**config.mk**
```make
export PLATFORM = sky130hd
export DESIGN_NAME = mfp_ahb_sevensegn_flat
export DESIGN_NICKNAME = d
export VERILOG_FILES = /design/src/rtl/mfp_ahb_sevensegn_if.sv /design/src/rtl/mfp_ahb_sevensegn.sv /design/src/flat_wrapper.sv
export SDC_FILE = /design/constraint.sdc
export NUM_CORES = 1
export LEC_CHECK = 0
export ABC_AREA = 0
export CORE_UTILIZATION = 50
export CTS_CLUSTER_SIZE = 24
export DETAILED_ROUTE_END_ITERATION = 6
export PLACE_DENSITY_LB_ADDON = 0.1
export SLEW_MARGIN = 40
export SYNTH_ARGS = -nofsm -noshare
export SYNTH_HDL_FRONTEND = slang
export SYNTH_SLANG_ARGS = --single-unit
```
**constraint.sdc**
```tcl
create_clock -name HCLK -period 3.4 [get_ports HCLK]
set_clock_uncertainty 0.05 [all_clocks]
set_input_delay 0.51 -clock HCLK [delete_from_list [all_inputs] [get_ports HCLK]]
set_output_delay 0.51 -clock HCLK [all_outputs]
set_load 0.01 [all_outputs]
```
**src/rtl/mfp_ahb_sevensegn_if.sv**
```systemverilog
// mfp_ahb_sevensegn_if: AHB-Lite signal bundle between the bus fabric and the seven-segment slave
interface mfp_ahb_sevensegn_if;
   logic        HSEL;
   logic [31:0] HADDR;
   logic [1:0]  HTRANS;
   logic        HWRITE;
   logic [2:0]  HSIZE;
   logic [31:0] HWDATA;
   logic        HREADY;
   logic [31:0] HRDATA;
   logic        HREADYOUT;
   logic        HRESP;
   modport master (output HSEL, HADDR, HTRANS, HWRITE, HSIZE, HWDATA, HREADY,
                   input HRDATA, HREADYOUT, HRESP);
   modport slave (input HSEL, HADDR, HTRANS, HWRITE, HSIZE, HWDATA, HREADY,
                  output HRDATA, HREADYOUT, HRESP);
endinterface

```
**src/rtl/mfp_ahb_sevensegn.sv**
```systemverilog
// mfp_ahb_sevensegn: AHB-Lite slave scanning an N-digit common-anode seven-segment display with PWM dimming and leading-zero blanking
module mfp_ahb_sevensegn #(
   parameter int N_DIGITS    = 8,
   parameter int REFRESH_DIV = 50000
) (
   input  logic                HCLK,
   input  logic                SI_Reset,
   mfp_ahb_sevensegn_if.slave  ahb,
   output logic [N_DIGITS-1:0] disenout,
   output logic [7:0]          disout
);
   localparam int PW = $clog2(REFRESH_DIV);
   localparam logic [6:0] HEX [16] = '{7'h40, 7'h79, 7'h24, 7'h30, 7'h19, 7'h12, 7'h02, 7'h78,
                                       7'h00, 7'h10, 7'h08, 7'h03, 7'h46, 7'h21, 7'h06, 7'h0E};
   logic                dp_valid, dp_write, dp_word;
   logic [2:0]          dp_addr;
   logic [N_DIGITS-1:0] en, dp;
   logic [31:0]         val_lo, val_hi, rdata;
   logic                lzb;
   logic [3:0]          bright, idx, ph, nib;
   logic [PW-1:0]       pre;
   logic [63:0]         vals;
   logic [15:0]         en16, dp16, blank16;
   logic                nz, wr_en, on;
   logic                unused_ok;
   assign ahb.HREADYOUT = 1'b1;
   assign ahb.HRESP     = 1'b0;
   assign wr_en = dp_valid & dp_write & dp_word;
   assign vals  = {val_hi, val_lo};
   assign en16  = 16'(en);
   assign dp16  = 16'(dp);
   assign nib   = vals[{idx, 2'b00} +: 4];
   assign on    = en16[idx] & (ph <= bright);
   assign unused_ok = &{1'b0, ahb.HADDR[31:5], ahb.HADDR[1:0], ahb.HTRANS[0], vals};
   assign rdata = dp_addr == 3'd0 ? 32'(en) :
                  dp_addr == 3'd1 ? val_lo :
                  dp_addr == 3'd2 ? val_hi :
                  dp_addr == 3'd3 ? 32'(dp) :
                  dp_addr == 3'd4 ? {24'h0, bright, 3'h0, lzb} :
                  dp_addr == 3'd5 ? {28'h0, idx} : 32'h0;
   assign ahb.HRDATA = (dp_valid & ~dp_write) ? rdata : 32'h0;
   // Capture the accepted address phase so the data phase knows what to do
   always_ff @(posedge HCLK or posedge SI_Reset)
      if (SI_Reset) begin
         dp_valid <= 1'b0;
         dp_write <= 1'b0;
         dp_word  <= 1'b0;
         dp_addr  <= 3'd0;
      end else begin
         dp_valid <= ahb.HSEL & ahb.HTRANS[1] & ahb.HREADY;
         if (ahb.HSEL & ahb.HTRANS[1] & ahb.HREADY) begin
            dp_write <= ahb.HWRITE;
            dp_word  <= ahb.HSIZE == 3'b010;
            dp_addr  <= ahb.HADDR[4:2];
         end
      end
   // Word writes land in the addressed register at the close of the data phase
   always_ff @(posedge HCLK or posedge SI_Reset)
      if (SI_Reset) begin
         en     <= '0;
         dp     <= '0;
         val_lo <= 32'h0;
         val_hi <= 32'h0;
         lzb    <= 1'b0;
         bright <= 4'hF;
      end else if (wr_en) begin
         if (dp_addr == 3'd0) en <= ahb.HWDATA[N_DIGITS-1:0];
         if (dp_addr == 3'd1) val_lo <= ahb.HWDATA;
         if (dp_addr == 3'd2 && N_DIGITS > 8) val_hi <= ahb.HWDATA;
         if (dp_addr == 3'd3) dp <= ahb.HWDATA[N_DIGITS-1:0];
         if (dp_addr == 3'd4) begin
            lzb    <= ahb.HWDATA[0];
            bright <= ahb.HWDATA[7:4];
         end
      end
   // Digit k blanks when no enabled digit at or above it holds a nonzero value
   always_comb begin
      nz      = 1'b0;
      blank16 = '0;
      for (int k = N_DIGITS - 1; k >= 0; k--) begin
         nz         = nz | (en[k] & (vals[4*k +: 4] != 4'h0));
         blank16[k] = lzb & ~nz & (k != 0);
      end
   end
   // Prescaler sets the slot length; the PWM phase free-runs every cycle
   always_ff @(posedge HCLK or posedge SI_Reset)
      if (SI_Reset) begin
         pre <= '0;
         idx <= 4'd0;
         ph  <= 4'd0;
      end else begin
         ph <= ph + 4'd1;
         if (pre == PW'(REFRESH_DIV - 1)) begin
            pre <= '0;
            idx <= (idx == 4'(N_DIGITS - 1)) ? 4'd0 : idx + 4'd1;
         end else
            pre <= pre + PW'(1);
      end
   // Register the pins one cycle behind the scan state
   always_ff @(posedge HCLK or posedge SI_Reset)
      if (SI_Reset) begin
         disenout <= '1;
         disout   <= 8'hFF;
      end else begin
         disenout <= on ? ~(N_DIGITS'(1) << idx) : '1;
         disout   <= on ? {~dp16[idx], blank16[idx] ? 7'h7F : HEX[nib]} : 8'hFF;
      end
endmodule
```
**src/flat_wrapper.sv**
```systemverilog
// flat-port wrapper written by rule: the top's interface ports become plain ports
module mfp_ahb_sevensegn_flat 
#(
   parameter int N_DIGITS    = 8,
   parameter int REFRESH_DIV = 50000
)
  (HCLK, SI_Reset, disenout, disout, ahb_HSEL, ahb_HADDR, ahb_HTRANS, ahb_HWRITE, ahb_HSIZE, ahb_HWDATA, ahb_HREADY, ahb_HRDATA, ahb_HREADYOUT, ahb_HRESP);
  mfp_ahb_sevensegn_if ahb_i ();
  input  logic HCLK;
  input  logic SI_Reset;
  output logic [N_DIGITS-1:0] disenout;
  output logic [7:0] disout;
  input wire logic [$bits(ahb_i.HSEL)-1:0] ahb_HSEL;
  input wire logic [$bits(ahb_i.HADDR)-1:0] ahb_HADDR;
  input wire logic [$bits(ahb_i.HTRANS)-1:0] ahb_HTRANS;
  input wire logic [$bits(ahb_i.HWRITE)-1:0] ahb_HWRITE;
  input wire logic [$bits(ahb_i.HSIZE)-1:0] ahb_HSIZE;
  input wire logic [$bits(ahb_i.HWDATA)-1:0] ahb_HWDATA;
  input wire logic [$bits(ahb_i.HREADY)-1:0] ahb_HREADY;
  output wire logic [$bits(ahb_i.HRDATA)-1:0] ahb_HRDATA;
  output wire logic [$bits(ahb_i.HREADYOUT)-1:0] ahb_HREADYOUT;
  output wire logic [$bits(ahb_i.HRESP)-1:0] ahb_HRESP;
  assign ahb_i.HSEL = ahb_HSEL;
  assign ahb_i.HADDR = ahb_HADDR;
  assign ahb_i.HTRANS = ahb_HTRANS;
  assign ahb_i.HWRITE = ahb_HWRITE;
  assign ahb_i.HSIZE = ahb_HSIZE;
  assign ahb_i.HWDATA = ahb_HWDATA;
  assign ahb_i.HREADY = ahb_HREADY;
  assign ahb_HRDATA = ahb_i.HRDATA;
  assign ahb_HREADYOUT = ahb_i.HREADYOUT;
  assign ahb_HRESP = ahb_i.HRESP;
  mfp_ahb_sevensegn #(.N_DIGITS(N_DIGITS), .REFRESH_DIV(REFRESH_DIV)) u_core (.HCLK(HCLK), .SI_Reset(SI_Reset), .ahb(ahb_i), .disenout(disenout), .disout(disout));
endmodule
```
# Word-level counts from Yosys, hierarchy flattened
# Memories as Yosys holds them, arrays and structs flattened.
# Index checks and enable logic that the tools add are counted.
dict set report word_totals {
  ff_bits 99
  rom_bits 112
  inputBits 74
  out_inout_bits 50
  word_cells 100
  n_memories 1
}
# memory words width read_ports rd_ports_with_merged_regs write_ports line
set memory_table {}
lappend memory_table {{(no name shown)} 16 7 1 0 0 mfp_ahb_sevensegn.sv:106} ;# disout <= on ? {~dp16[idx], blank16[idx] ? 7'h7F : HEX[nib]} : 8'hFF;
dict set report op_classes {
  add_sub_neg 3
  magnitude_cmp 3
  eq_ne 8
  shifts 2
  mux 20
  bitwise 37
  n_reduce_logical 12
}
# operator count
set op_table {}
lappend op_table {{$mux W32} 6}
lappend op_table {{$shiftx A64 B7 Y4} 1}
lappend op_table {{$reduce_bool A4 Y1} 7}
lappend op_table {{$mux W7} 3}
lappend op_table {{$and A1 B1 Y1} 20}
lappend op_table {{$add A16 B1 Y16 const B} 1}
lappend op_table {{$eq A16 B16 Y1 const B} 1}
lappend op_table {{$mux W16} 1}
lappend op_table {{$mux W8} 2}
lappend op_table {{$bmux W1 S4} 3}
lappend op_table {{$eq A3 B2 Y1 const B} 3}
lappend op_table {{$not A1 Y1} 9}
lappend op_table {{$add A4 B1 Y4 const B} 2}
lappend op_table {{$mux W4} 2}
lappend op_table {{$not A8 Y8} 1}
lappend op_table {{$reduce_and A2 Y1} 4}
lappend op_table {{$shl A1 B4 Y8 const A} 1}
lappend op_table {{$eq A3 B3 Y1 const B} 2}
lappend op_table {{$or A1 B1 Y1} 6}
lappend op_table {{$ge A5 B5 Y1 const B} 1}
lappend op_table {{$lt A4 B5 Y1 const B} 1}
lappend op_table {{$not A4 Y5} 1}
lappend op_table {{$eq A4 B3 Y1 const B} 1}
lappend op_table {{$le A4 B4 Y1} 1}
lappend op_table {{3 further kinds} 5}

# Depth between registers and ports, before layout
# Gate-level depths: netlist (run 1).
dict set report logic_depth {
  depth_word 14
  mapped_depth 10
  ltp_nobuf 8
}

# Least setup slack after synthesis (run 1)
# No wires, ideal clock.
dict set report synth_path {
  path_kind {register to register}
  start {register u_core.idx[1]}
  end {register u_core.disout[0]}
  setup_ns 0.084
  arrival_ns 2.108
  t_required_ns 3.266
  setup_slack_ns 1.158
  stages_incl_launch_ff 11
  path_buffers 2
  synth_period_minus_slack_ns 2.242
  cell_sequence {dfrtp_1 > buf_6 > buf_2 > mux4_1 > nand2_1 > a21oi_1 > inv_1 > ha_1 > or3_1 > o221ai_1 > nand2_1}
}
dict set report synth_via {
  elab_chain_cells 7
  elab_cells_between_ends 12
  classes_between {shift: 1; mux: 8; bitwise: 2; memory: 1}
}
# element line
set synth_lines {}
lappend synth_lines {{start: declaration} mfp_ahb_sevensegn.sv:20} ;# logic [3:0] bright, idx, ph, nib;
lappend synth_lines {{start signal: assignment} mfp_ahb_sevensegn.sv:95} ;# idx <= (idx == 4'(N_DIGITS - 1)) ? 4'd0 : idx + 4'd1;
lappend synth_lines {{$shiftx A64 B7 Y4} mfp_ahb_sevensegn.sv:32} ;# assign nib = vals[{idx, 2'b00} +: 4];
lappend synth_lines {{$not A4 Y5 (implied by the code)} mfp_ahb_sevensegn.sv:106}
lappend synth_lines {{$mem_v2 Z16 W7} -}
lappend synth_lines {{$mux W7 (implied by the code) (2 in a row)} mfp_ahb_sevensegn.sv:106}
lappend synth_lines {{$mux W7} mfp_ahb_sevensegn.sv:106}
lappend synth_lines {{$mux W8 (*)} mfp_ahb_sevensegn.sv:106}
lappend synth_lines {{end signal: assignment} mfp_ahb_sevensegn.sv:106}
lappend synth_lines {{end: declaration} mfp_ahb_sevensegn.sv:10} ;# output logic [7:0] disout
# Every way passes the cells marked *; elsewhere a longest branch is shown, timed or not. The select of a mux whose other input is x is not followed.
# A chain may end at the register's enable or synchronous reset.

# Worst setup path after layout (run 1)
dict set report layout_path {
  start {register u_core.dp_addr[0]}
  end {output port ahb_HRDATA[4]}
}
dict set report layout_via {
  elab_chain_cells 7
  elab_cells_between_ends 11
  classes_between {eq/ne: 4; mux: 6; reduce/logical: 1}
}
# element line
set layout_lines {}
lappend layout_lines {{start: declaration} mfp_ahb_sevensegn.sv:16} ;# logic [2:0] dp_addr;
lappend layout_lines {{start signal: assignment} mfp_ahb_sevensegn.sv:54} ;# dp_addr <= ahb.HADDR[4:2];
lappend layout_lines {{$eq A3 B3 Y1} mfp_ahb_sevensegn.sv:39} ;# dp_addr == 3'd4 ? {24'h0, bright, 3'h0, lzb} :
lappend layout_lines {{$mux W32} mfp_ahb_sevensegn.sv:39}
lappend layout_lines {{$mux W32} mfp_ahb_sevensegn.sv:38} ;# dp_addr == 3'd3 ? 32'(dp) :
lappend layout_lines {{$mux W32} mfp_ahb_sevensegn.sv:37} ;# dp_addr == 3'd2 ? val_hi :
lappend layout_lines {{$mux W32} mfp_ahb_sevensegn.sv:36} ;# dp_addr == 3'd1 ? val_lo :
lappend layout_lines {{$mux W32 (*)} mfp_ahb_sevensegn.sv:35} ;# assign rdata = dp_addr == 3'd0 ? 32'(en) :
lappend layout_lines {{$mux W32 (*)} mfp_ahb_sevensegn.sv:41} ;# assign ahb.HRDATA = (dp_valid & ~dp_write) ? rdata : 32'h0;
lappend layout_lines {{end: declaration} flat_wrapper.sv:20} ;# output wire logic [$bits(ahb_i.HRDATA)-1:0] ahb_HRDATA;
# Every way passes the cells marked *; elsewhere a longest branch is shown, timed or not.

==> metrics, run 1 <==
status=finished clean; EDFF count, synth=0; Leak=2.77 nW; hold_ws=0.403 ns; post-synthesis simple-gate area fraction=0.138; Tcrit/Tclk final=0.924; sequential fraction of the synthesis area=0.481; Finished Cell Area=0.00645 mm²; placed cell areas=0.00624 mm²; Sw Share=0.253; Reg power frac=0.544; Root Driver=clkbuf_8; largest net degree at the start of global routing=53; DRC Markers=0; flip-flop and latch count after synthesis=99; vias per cell=5.59; Pwr Total=2.37 mW; placed cell count=660; Yosys cell types=52; drt wl/cell=17.1 µm; cells after synthesis=451; dpl ws=0.565 ns; Synth-to-Final Area Change=23.9%; Pint=1.77 mW; Antenna Cells=0; final number of setup-violating endpoints=0; starting density of the core=0.525; logic gate share of total power=0.123; startpoint types=register; critical path cell sequence=inv_1, nor3b_1, a21oi_1, nor2_1, clkdlybuf4s50_1; Register Area=0.00250 mm²; vias in the first global route=3,763; Num Clock Sinks=99; Yosys top cell area share=0.380; Worst path slowest cell=dfrtp_1; Mapped Area=0.00520 mm²; synthesized net count=543; Compound-Gate Fraction of Synth Area=0.0676; slew margin rel.=0.479; pwr/cell area=367 mW/mm²; Ys Warns=32; fraction of layout cells with a size suffix above 1=0.217; GRT Residual Overflow=0; RSZ-0062 raised after global routing=false; port bufs=91; FILL cells=791; Critical Path RT=2.84 ns; Clk pwr share=0.333; largest family of logic cells by synthesized area=multiplexers; post-CTS sizing=0; CTS tree=built; chip height=104 µm; DR iter-0 viols=184; mean post-synth cell area=11.5 µm²; vias=3,782; row cnt=36; CP delay by family, top=buffers and inverters; most common cell after layout, fill and taps aside=clkdlybuf4s50_1; clock buffer depth=2; final WL=11,600 µm; Async SR Flop Fraction=1.00; Post-Route Utilization=0.651; crit path time final=3.14 ns; peak supply drop=306 µV; prevailing post-synth register cell=dfrtp_1; post-synthesis xor/xnor area fraction=0.0269; top cells by area, synth=dfrtp_1 (38%), mux2_2 (13%), dfstp_2 (10%); Final Hold Fails=0; Worst Max-Slew Pin Slew=0.781 ns; Critical Setup Path Class=reg -> out; first-pass GRT wire length=19,600 µm; Post-DP HPWL=8550 µm; critical path endpoint category=primary output; Buf/Inv on CP=2; GP Congestion=0.831; switching power=598 µW; Core ar.=0.00991 mm²; Reg clk slew, reported paths=0.09 ns; chip width=104 µm; Nets=630; Max-Cap Viols=0; Num CTS Buffers=9; Yosys top cell by area=dfrtp_1; post-synthesis mux area share=0.204; Adder-Cell Fraction of Synth Area=0.0452; HP Class=in -> async; Max stage delay on crit path=0.64 ns; DR pass1 iterations=4; Total GRT Usage=0.230; # H-tree levels=3; Setup Fix Bufs, Post-CTS=0; Arr. time, crit path=2.58 ns; most frequent cells in the layout=clkdlybuf4s50_1 (91), dfrtp_1 (79), mux2_2 (59); I/O Pins=124; Max Slew Vio Count=0; Clock Latency Late Sink=0.36 ns; final antenna-violating net count=0; aggregate negative setup slack=0 ns; full die area=0.0108 mm²; Max Freq=318 MHz; Final WS setup=0.259 ns; hold_buf cts=0; footprint of the multi-input gates=0.00252 mm²; initial antenna violation count=0; Finished Layout Cells=676; Critical Path Fanout Max=15
## cells in the mapped netlist (2+ instances only)
cell,n
dfstp_2,20
ha_1,18
a22oi_1,2
and3_1,10
buf_1,3
o311ai_0,2
a21oi_1,20
nor4_1,4
clkbuf_1,11
o21ai_0,9
mux4_2,10
nand3_1,13
buf_2,4
xnor2_1,5
nand4_1,2
o21a_1,2
nand2_1,33
o22ai_1,4
mux2_2,59
mux2i_4,2
or4_1,3
mux4_1,2
o221ai_1,4
o41ai_1,4
xor2_1,11
nor3b_1,3
dfrtp_1,79
mux2i_1,6
nor2_1,32
nand2b_1,2
nor2b_1,4
o211ai_1,3
conb_1,2
nand4b_1,2
buf_4,3
and2_1,25
inv_1,16
buf_6,2
clkinv_1,2
## kinds of logic after synthesis
group           count (synthesis)
compound gates                 55
flops                          99
simple gates                  139
buf+inv                        41
mux                            80
xor+xnor                       16
other cells                     2
fa+ha+maj                      19
## final timing paths
| check | startpoint | end | slack (ns) | cells past startpoint |
|---|---|---|---|---|
| max in group asynchronous | SI_Reset | u_core.val_lo[2] | 2.22 | 3 |
| min in group HCLK | u_core.ph[0] | u_core.ph[0] | 0.42 | 1 |
| setup / recovery | u_core.dp_addr[0] | ahb_HRDATA[4] | 0.26 | 5 |
| hold reg to reg | u_core.ph[0] | u_core.ph[0] | 0.42 | 1 |
| setup reg to reg | u_core.idx[1] | u_core.disout[0] | 0.55 | 8 |
| hold / removal | SI_Reset | u_core.val_lo[30] | 0.40 | 2 |
## registers in the layout (all words and copies together) (netlist names)
register,flops
u_core.dp_addr,3
u_core.ph,4
u_core.dp_valid,1
u_core.dp,8
u_core.pre,16
u_core.dp_write,1
u_core.en,8
u_core.dp_word,1
u_core.idx,4
u_core.lzb,1
u_core.bright,4
u_core.val_lo,32
u_core.disout,8
u_core.disenout,8
## layer usage
layer / routed length, µm / track usage
met1: 5110 / 0.309
met4: 107 / 0.0561
met2: 5760 / 0.380
met5: 0 / 0
met3: 597 / 0.0501
## area by class of cell
cell class,count,share of cell area
Clock buffer,12,0.0241
Multi-Input combinational cell,311,0.390
Tap cell,133,0.0258
Inverter,18,0.0107
Timing Repair Buffer,99,0.153
Sequential cell,99,0.388
Clock inverter,4,0.00873
## power by group through the flow
stage	registers (mW)	clock network (mW)	logic [mW]
after global routing	1.30	0.857	0.323
final	1.29	0.789	0.292
after CTS	1.29	0.808	0.294
after global placement	1.31	0	0.284
after detailed placement	1.31	0	0.292
after floorplan	1.28	0	0.189
Power figures use the tool's default switching activity.
==> run 2, diff against run 1 <==
Settings changed: TNS_END_PERCENT set to 20.
==> results of run 2 <==
Same layout as run 1: the final DEF is identical, and so are final timing and power.
